<file path="config.mk">
export PLATFORM = sky130hd
export DESIGN_NAME = pic_lite
export DESIGN_NICKNAME = d
export VERILOG_FILES = /design/src/rtl/pic_pkg.sv /design/src/rtl/pic_prio_enc.sv /design/src/rtl/pic_lite.sv
export SDC_FILE = /design/constraint.sdc
export NUM_CORES = 1
export LEC_CHECK = 0
export ABC_AREA = 1
export BUFFER_PORTS_ARGS = -buffer_cell sky130_fd_sc_hd__buf_2
export CAP_MARGIN = 10
export CORE_MARGIN = 1
export CORE_UTILIZATION = 53
export DETAILED_ROUTE_END_ITERATION = 12
export GPL_ROUTABILITY_DRIVEN = 0
export PLACE_DENSITY = 0.74
export SETUP_SLACK_MARGIN = 0.3
export SLEW_MARGIN = 40
export SYNTH_ARGS = -nofsm -noshare
export SYNTH_HDL_FRONTEND = slang
export SYNTH_SLANG_ARGS = --single-unit
</file>
<file path="constraint.sdc">
create_clock -name clk_i -period 1.6 [get_ports clk_i]
set_input_delay 0 -clock clk_i [delete_from_list [all_inputs] [get_ports clk_i]]
set_output_delay 0 -clock clk_i [all_outputs]
set_load 0.03 [all_outputs]
</file>
<file path="src/rtl/pic_pkg.sv">
// Shared types and register-field constants for the pic_lite interrupt controller.
package pic_pkg;

  typedef enum logic [1:0] {StUninit, StWaitIcw2, StReady} init_st_e;
  typedef enum logic [1:0] {StIdle, StAck1, StAck2} inta_st_e;

  // IR indices always fit in three bits because at most eight lines are supported.
  localparam int unsigned IdxW = 3;

  localparam int unsigned Icw1Bit    = 4;
  localparam int unsigned OcwSelBit  = 3;
  localparam int unsigned Ocw2EoiBit = 5;

  localparam logic [1:0] Ocw3RdIrr = 2'b10;
  localparam logic [1:0] Ocw3RdIsr = 2'b11;

  localparam logic [IdxW-1:0] SpuriousIdx = 3'd7;

endpackage

</file>
<file path="src/rtl/pic_prio_enc.sv">
// Lowest-index-first priority encoder: index of the highest-priority set bit plus a valid flag.
module pic_prio_enc
  import pic_pkg::*;
#(
  parameter int unsigned NIr = 7
) (
  input  logic [NIr-1:0]  req_i,
  output logic [IdxW-1:0] idx_o,
  output logic            valid_o
);

  always_comb begin
    idx_o   = '0;
    valid_o = 1'b0;
    for (int i = int'(NIr) - 1; i >= 0; i--) begin
      if (req_i[i]) begin
        idx_o   = IdxW'(i);
        valid_o = 1'b1;
      end
    end
  end

endmodule

</file>
<file path="src/rtl/pic_lite.sv">
// Simplified 8259-style interrupt controller: edge-latched requests, mask, fixed nested priority,
// and a two-pulse INTA vector sequence.
module pic_lite
  import pic_pkg::*;
#(
  parameter int unsigned NIr = 7
) (
  input  logic           clk_i,
  input  logic           rst_ni,
  input  logic           cs_i,
  input  logic           wr_en_i,
  input  logic           rd_en_i,
  input  logic           a0_i,
  input  logic [7:0]     din_i,
  output logic [7:0]     dout_o,
  output logic           dout_oe_o,
  input  logic [NIr-1:0] ir_i,
  output logic           intr_o,
  input  logic           inta_ni
);

  init_st_e        init_q, init_d;
  inta_st_e        inta_st_q, inta_st_d;
  logic [NIr-1:0]  ir_s1_q, ir_s2_q, ir_s3_q;
  logic [NIr-1:0]  irr_q, irr_d, isr_q, isr_d, imr_q, imr_d;
  logic [4:0]      base_q, base_d;
  logic            rd_isr_q, rd_isr_d;
  logic [IdxW-1:0] vec_q, vec_d;
  logic            inta_q, intr_q, intr_d;

  logic            wr, rd_req, icw1, icw2, imr_w, ocw_w, ocw2, ocw3, fall, rise, ack_take;
  logic            ready, pend_valid, isr_valid, nest_ok, vec_drv;
  logic [NIr-1:0]  pend, edges, hp_mask, hs_mask;
  logic [IdxW-1:0] hp, hs;

  assign wr     = cs_i & wr_en_i;
  assign rd_req = cs_i & rd_en_i;
  assign ready  = (init_q == StReady);
  assign icw1   = wr & ~a0_i & din_i[Icw1Bit];
  assign icw2   = wr & a0_i & (init_q == StWaitIcw2);
  assign imr_w  = wr & a0_i & ready;
  assign ocw_w  = wr & ~a0_i & ~din_i[Icw1Bit] & ready;
  assign ocw2   = ocw_w & ~din_i[OcwSelBit];
  assign ocw3   = ocw_w & din_i[OcwSelBit];

  assign fall     = inta_q & ~inta_ni;
  assign rise     = ~inta_q & inta_ni;
  assign ack_take = (inta_st_q == StIdle) & fall & ~icw1;

  assign pend    = irr_q & ~imr_q;
  assign edges   = ir_s2_q & ~ir_s3_q;
  assign hp_mask = NIr'(1) << hp;
  assign hs_mask = NIr'(1) << hs;
  // An empty ISR behaves as index NIr, so any pending request outranks it.
  assign nest_ok = ~isr_valid | (hp < hs);
  assign vec_drv = (inta_st_q == StAck2) & ~inta_ni;

  pic_prio_enc #(.NIr(NIr)) u_pend_enc (
    .req_i   (pend),
    .idx_o   (hp),
    .valid_o (pend_valid)
  );

  pic_prio_enc #(.NIr(NIr)) u_isr_enc (
    .req_i   (isr_q),
    .idx_o   (hs),
    .valid_o (isr_valid)
  );

  always_comb begin
    init_d    = init_q;
    inta_st_d = inta_st_q;
    irr_d     = irr_q;
    isr_d     = isr_q;
    imr_d     = imr_q;
    base_d    = base_q;
    rd_isr_d  = rd_isr_q;
    vec_d     = vec_q;
    if (icw1) begin
      irr_d     = '0;
      isr_d     = '0;
      imr_d     = '0;
      rd_isr_d  = 1'b0;
      init_d    = StWaitIcw2;
      inta_st_d = StIdle;
    end else begin
      if (icw2) begin
        base_d = din_i[7:3];
        init_d = StReady;
      end
      if (imr_w) imr_d = din_i[NIr-1:0];
      if (ocw2 && din_i[Ocw2EoiBit] && isr_valid) isr_d = isr_d & ~hs_mask;
      if (ocw3) begin
        if (din_i[1:0] == Ocw3RdIrr) rd_isr_d = 1'b0;
        else if (din_i[1:0] == Ocw3RdIsr) rd_isr_d = 1'b1;
      end
      unique case (inta_st_q)
        StIdle: begin
          if (fall) begin
            inta_st_d = StAck1;
            vec_d     = pend_valid ? hp : SpuriousIdx;
            if (pend_valid) begin
              isr_d = isr_d | hp_mask;
              irr_d = irr_d & ~hp_mask;
            end
          end
        end
        StAck1:  if (rise) inta_st_d = StAck2;
        StAck2:  if (rise) inta_st_d = StIdle;
        default: inta_st_d = StIdle;
      endcase
    end
    // A new edge wins over any clear of the same bit.
    irr_d  = irr_d | edges;
    intr_d = ready & pend_valid & nest_ok & ~ack_take & ~icw1;
  end

  always_ff @(posedge clk_i or negedge rst_ni) begin
    if (!rst_ni) begin
      init_q    <= StUninit;
      inta_st_q <= StIdle;
      ir_s1_q   <= '0;
      ir_s2_q   <= '0;
      ir_s3_q   <= '0;
      irr_q     <= '0;
      isr_q     <= '0;
      imr_q     <= '0;
      base_q    <= '0;
      rd_isr_q  <= 1'b0;
      vec_q     <= '0;
      inta_q    <= 1'b1;
      intr_q    <= 1'b0;
    end else begin
      init_q    <= init_d;
      inta_st_q <= inta_st_d;
      ir_s1_q   <= ir_i;
      ir_s2_q   <= ir_s1_q;
      ir_s3_q   <= ir_s2_q;
      irr_q     <= irr_d;
      isr_q     <= isr_d;
      imr_q     <= imr_d;
      base_q    <= base_d;
      rd_isr_q  <= rd_isr_d;
      vec_q     <= vec_d;
      inta_q    <= inta_ni;
      intr_q    <= intr_d;
    end
  end

  always_comb begin
    dout_o    = 8'h00;
    dout_oe_o = rd_req | vec_drv;
    if (rd_req) begin
      if (a0_i)          dout_o = 8'(imr_q);
      else if (rd_isr_q) dout_o = 8'(isr_q);
      else               dout_o = 8'(irr_q);
    end else if (vec_drv) begin
      dout_o = {base_q, vec_q};
    end
  end

  assign intr_o = intr_q;

  rd_in_ack2_a: assert property (@(posedge clk_i) disable iff (!rst_ni)
    !((inta_st_q == StAck2) && rd_req));

endmodule

</file>
==> impl_metrics.tcl <==
set metrics [dict create \
    outcome "finished, violations left" \
    violations "setup timing" \
    maxSlewHeadroom 0.691 \
    h-tree-depth 3 \
    grt.overflow.total 0 \
    routedWlPerCell_um 18.2 \
    p_sw_w 0.00229 \
    layout_common_cells "dfrtp_1, nand2_1, inv_1, buf_4, buf_2" \
    hold_path_class "in2reg" \
    cap_viol_max_count 0 \
    crit_path_max_fanout 3 \
    fin_setup_tns_ns -1.00 \
    cp_slowest_cell "dfrtp_1" \
    seq_area_sq_um 1430 \
    drt_iter0_markers 303 \
    rsz0062_at_grt "yes" \
    critPathCaptureType "flip-flop" \
    cts_tree "yes" \
    post-place-ws_ns 0.0134 \
    grt_pass1_vias 2431 \
    clkLatencyLatePin_ns 0.36 \
    clockBufferDepth 2 \
    ios 32 \
    yosys_warnings 0 \
    swShare 0.390 \
    die_y_um 72.3 \
    skew_ns 0.0202 \
    drc_errors 0 \
    synth_nets 318 \
    slew_violations 0 \
    intPower_w 0.00359 \
    tightestPinTransition_ns 0.464 \
    n_antenna_cell 0 \
    firstDrtPassIters 7 \
    setup_viol 8 \
    die_width_um 72.3 \
    synthToLayoutAreaGrowth_pct 50.2 \
    grt_start_max_net_pins 41 \
    fmax_mhz 565 \
    start_util 0.551 \
    synth_edf_count 0 \
    pwr-share-comb 0.429 \
    io_buffers 31 \
    seqPwrFrac 0.340 \
    viasPerCell 5.73 \
    power_leakage_nw 1.90 \
    worstPathRequired_ns 1.87 \
    final_util 0.828 \
    vias 2632 \
    crit_type "reg2reg" \
    nets 411 \
    cp-start-kind "flip-flop" \
    fillers 264 \
    hold_viol_final 0 \
    max_stage_delay_ns 0.41 \
    core_sq_um 4750 \
    ant_nets 0 \
    power.density_nw_per_um2 1490 \
    track_usage 0.291 \
    crit_path_frequent_cell "nand2_1" \
    syn-cell-area_sq_um 2620 \
    ys_types 31 \
    syn_inst 294 \
    wirelength_um 8360 \
    clkTransAtPathRegs_ns 0.08 \
    grt_pass1_wl_um 11100 \
    seq_area_frac_synth 0.545 \
    async_reset_ff_frac 1.00 \
    crit_chain "inv_2 -> o211ai_1 -> nand2_2 -> inv_2 -> ha_4 -> nand2_1 -> inv_1 -> nand2_1 -> nand2_1 -> a21oi_2" \
    clock-sinks 57 \
    post-route-min-period_ns 1.77 \
    root_buffer "clkbuf_8" \
    crit_arrival_ns 2.04 \
    hold_slack_ns 0.0426 \
    irDropWorstVdd_mv 0.853 \
    dieArea_sq_um 5230 \
    synth_ff_type "dfrtp_1" \
    layout_commonest_cell "dfrtp_1" \
    setup_ws_ns -0.169 \
    hpwl_um 3990 \
    fp-row-count 25 \
    postSynthAreaPerCell_sq_um 8.92 \
    multiInputGateArea_sq_um 1310 \
    antenna_found_initial 0 \
    period_share 1.11 \
    pwr-share-clk 0.231 \
    numCtsBuffers 9 \
    synth-seq-cells 57 \
    drive_gt1_frac 0.482 \
]
## synth_stat cells (2+ instances only)
| library cell | instances | area, sq um |
|---|---|---|
| o22ai_1 | 6 | 37.5 |
| ha_1 | 2 | 25.0 |
| a22oi_1 | 2 | 15.0 |
| clkbuf_1 | 3 | 11.3 |
| nor3_1 | 2 | 10.0 |
| inv_1 | 48 | 180 |
| dfrtp_1 | 56 | 1400 |
| o21ai_0 | 28 | 140 |
| o21ai_2 | 6 | 52.6 |
| nand3b_1 | 2 | 15.0 |
| nor2_1 | 23 | 86.3 |
| nand2_2 | 2 | 12.5 |
| nand3_2 | 8 | 80.1 |
| nand2_1 | 54 | 203 |
| a21oi_1 | 23 | 115 |
| nand4_1 | 2 | 12.5 |
| nand3_1 | 12 | 60.1 |
| nor2_2 | 2 | 12.5 |
## metrics by stage
stage | total power [W] | instance area [sq um] | instances
floorplan | 0.00295 | 2620 | 294
global placement | 0.00330 | 2900 | 394
detailed placement | 0.00334 | 2900 | 394
CTS | 0.00519 | 3600 | 445
global route | 0.00611 | 3940 | 459
finish | 0.00588 | 3940 | 459
## worst paths after layout
| path | from | end | slack, ns | cells past startpoint |
|---|---|---|---|---|
| max | irr_q[6]$_DFF_PN0_ | intr_o$_DFF_PN0_ | -0.17 | 10 |
| min | din_i[3] | base_q[0]$_DFFE_PN0P_ | 0.04 | 3 |
| max reg2reg | irr_q[6]$_DFF_PN0_ | intr_o$_DFF_PN0_ | -0.17 | 10 |
| min reg2reg | ir_s1_q[5]$_DFF_PN0_ | ir_s2_q[5]$_DFF_PN0_ | 0.35 | 0 |
| max in group asynchronous | rst_ni | isr_q[0]$_DFF_PN0_ | 0.88 | 3 |
| min in group asynchronous | rst_ni | irr_q[6]$_DFF_PN0_ | 0.13 | 2 |
## layer usage
| metal | wire, um | vias to the layer above | GRT usage |
|---|---|---|---|
| li1 | - | 1146 | - |
| met1 | 2990 | 1214 | 0.325 |
| met2 | 3990 | 201 | 0.481 |
| met3 | 723 | 71 | 0.0542 |
| met4 | 651 | 0 | 0.251 |
| met5 | 0 | - | 0 |
## cell families (layout without fill, tap and decap cells)
logic type,Yosys count,after routing,synth area share
AOI/OAI and AO/OA,67,67,0.144
DFF,57,57,0.545
muxes,1,1,0.00430
buffers and inverters,54,152,0.0821
and+or+nand+nor,113,113,0.216
adders and majority gates,2,2,0.00955
## worst max-delay path, delay by kind of cell (launching register included)
kind,cells,cell delay [ns]
adder cells (fa/ha/maj),1,0.20
AND/OR/NAND/NOR,4,0.40
flip-flops,1,0.41
buffers and inverters,3,0.22
AO/OA/AOI/OAI,2,0.45
## flip-flops by register name (all words and copies together), names as in the netlist
| signal | flops |
|---|---|
| irr_q | 7 |
| inta_q | 1 |
| inta_st_q | 2 |
| isr_q | 7 |
| ir_s1_q | 7 |
| ir_s3_q | 7 |
| intr_o | 1 |
| ir_s2_q | 7 |
| rd_isr_q | 1 |
| imr_q | 7 |
| base_q | 5 |
| vec_q | 3 |
| init_q | 2 |
## cell type report
cell class	instances	area share
inverters	50	0.0502
flip-flops and latches	57	0.363
clock inverters	5	0.0140
repair buffers	86	0.183
multi-input cells	183	0.333
clock buffers	11	0.0359
well taps	67	0.0213
## what timing repair did
item	CTS	global route
setup buffers	20	14
resized for setup	72	70
hold buffers	15	0
endpoints found under the hold margin	68	0
pin swaps	24	31
setup endpoints to repair	23	33
## power groups by stage
stage	combinational (W)	sequential (W)	clock, W
final	0.00252	0.00200	0.00136
after global routing	0.00266	0.00203	0.00142
after CTS	0.00188	0.00196	0.00135
after detailed placement	0.00137	0.00198	0
after global placement	0.00134	0.00196	0
after floorplan	0.000989	0.00196	0
(Power assumes the default switching activity.)
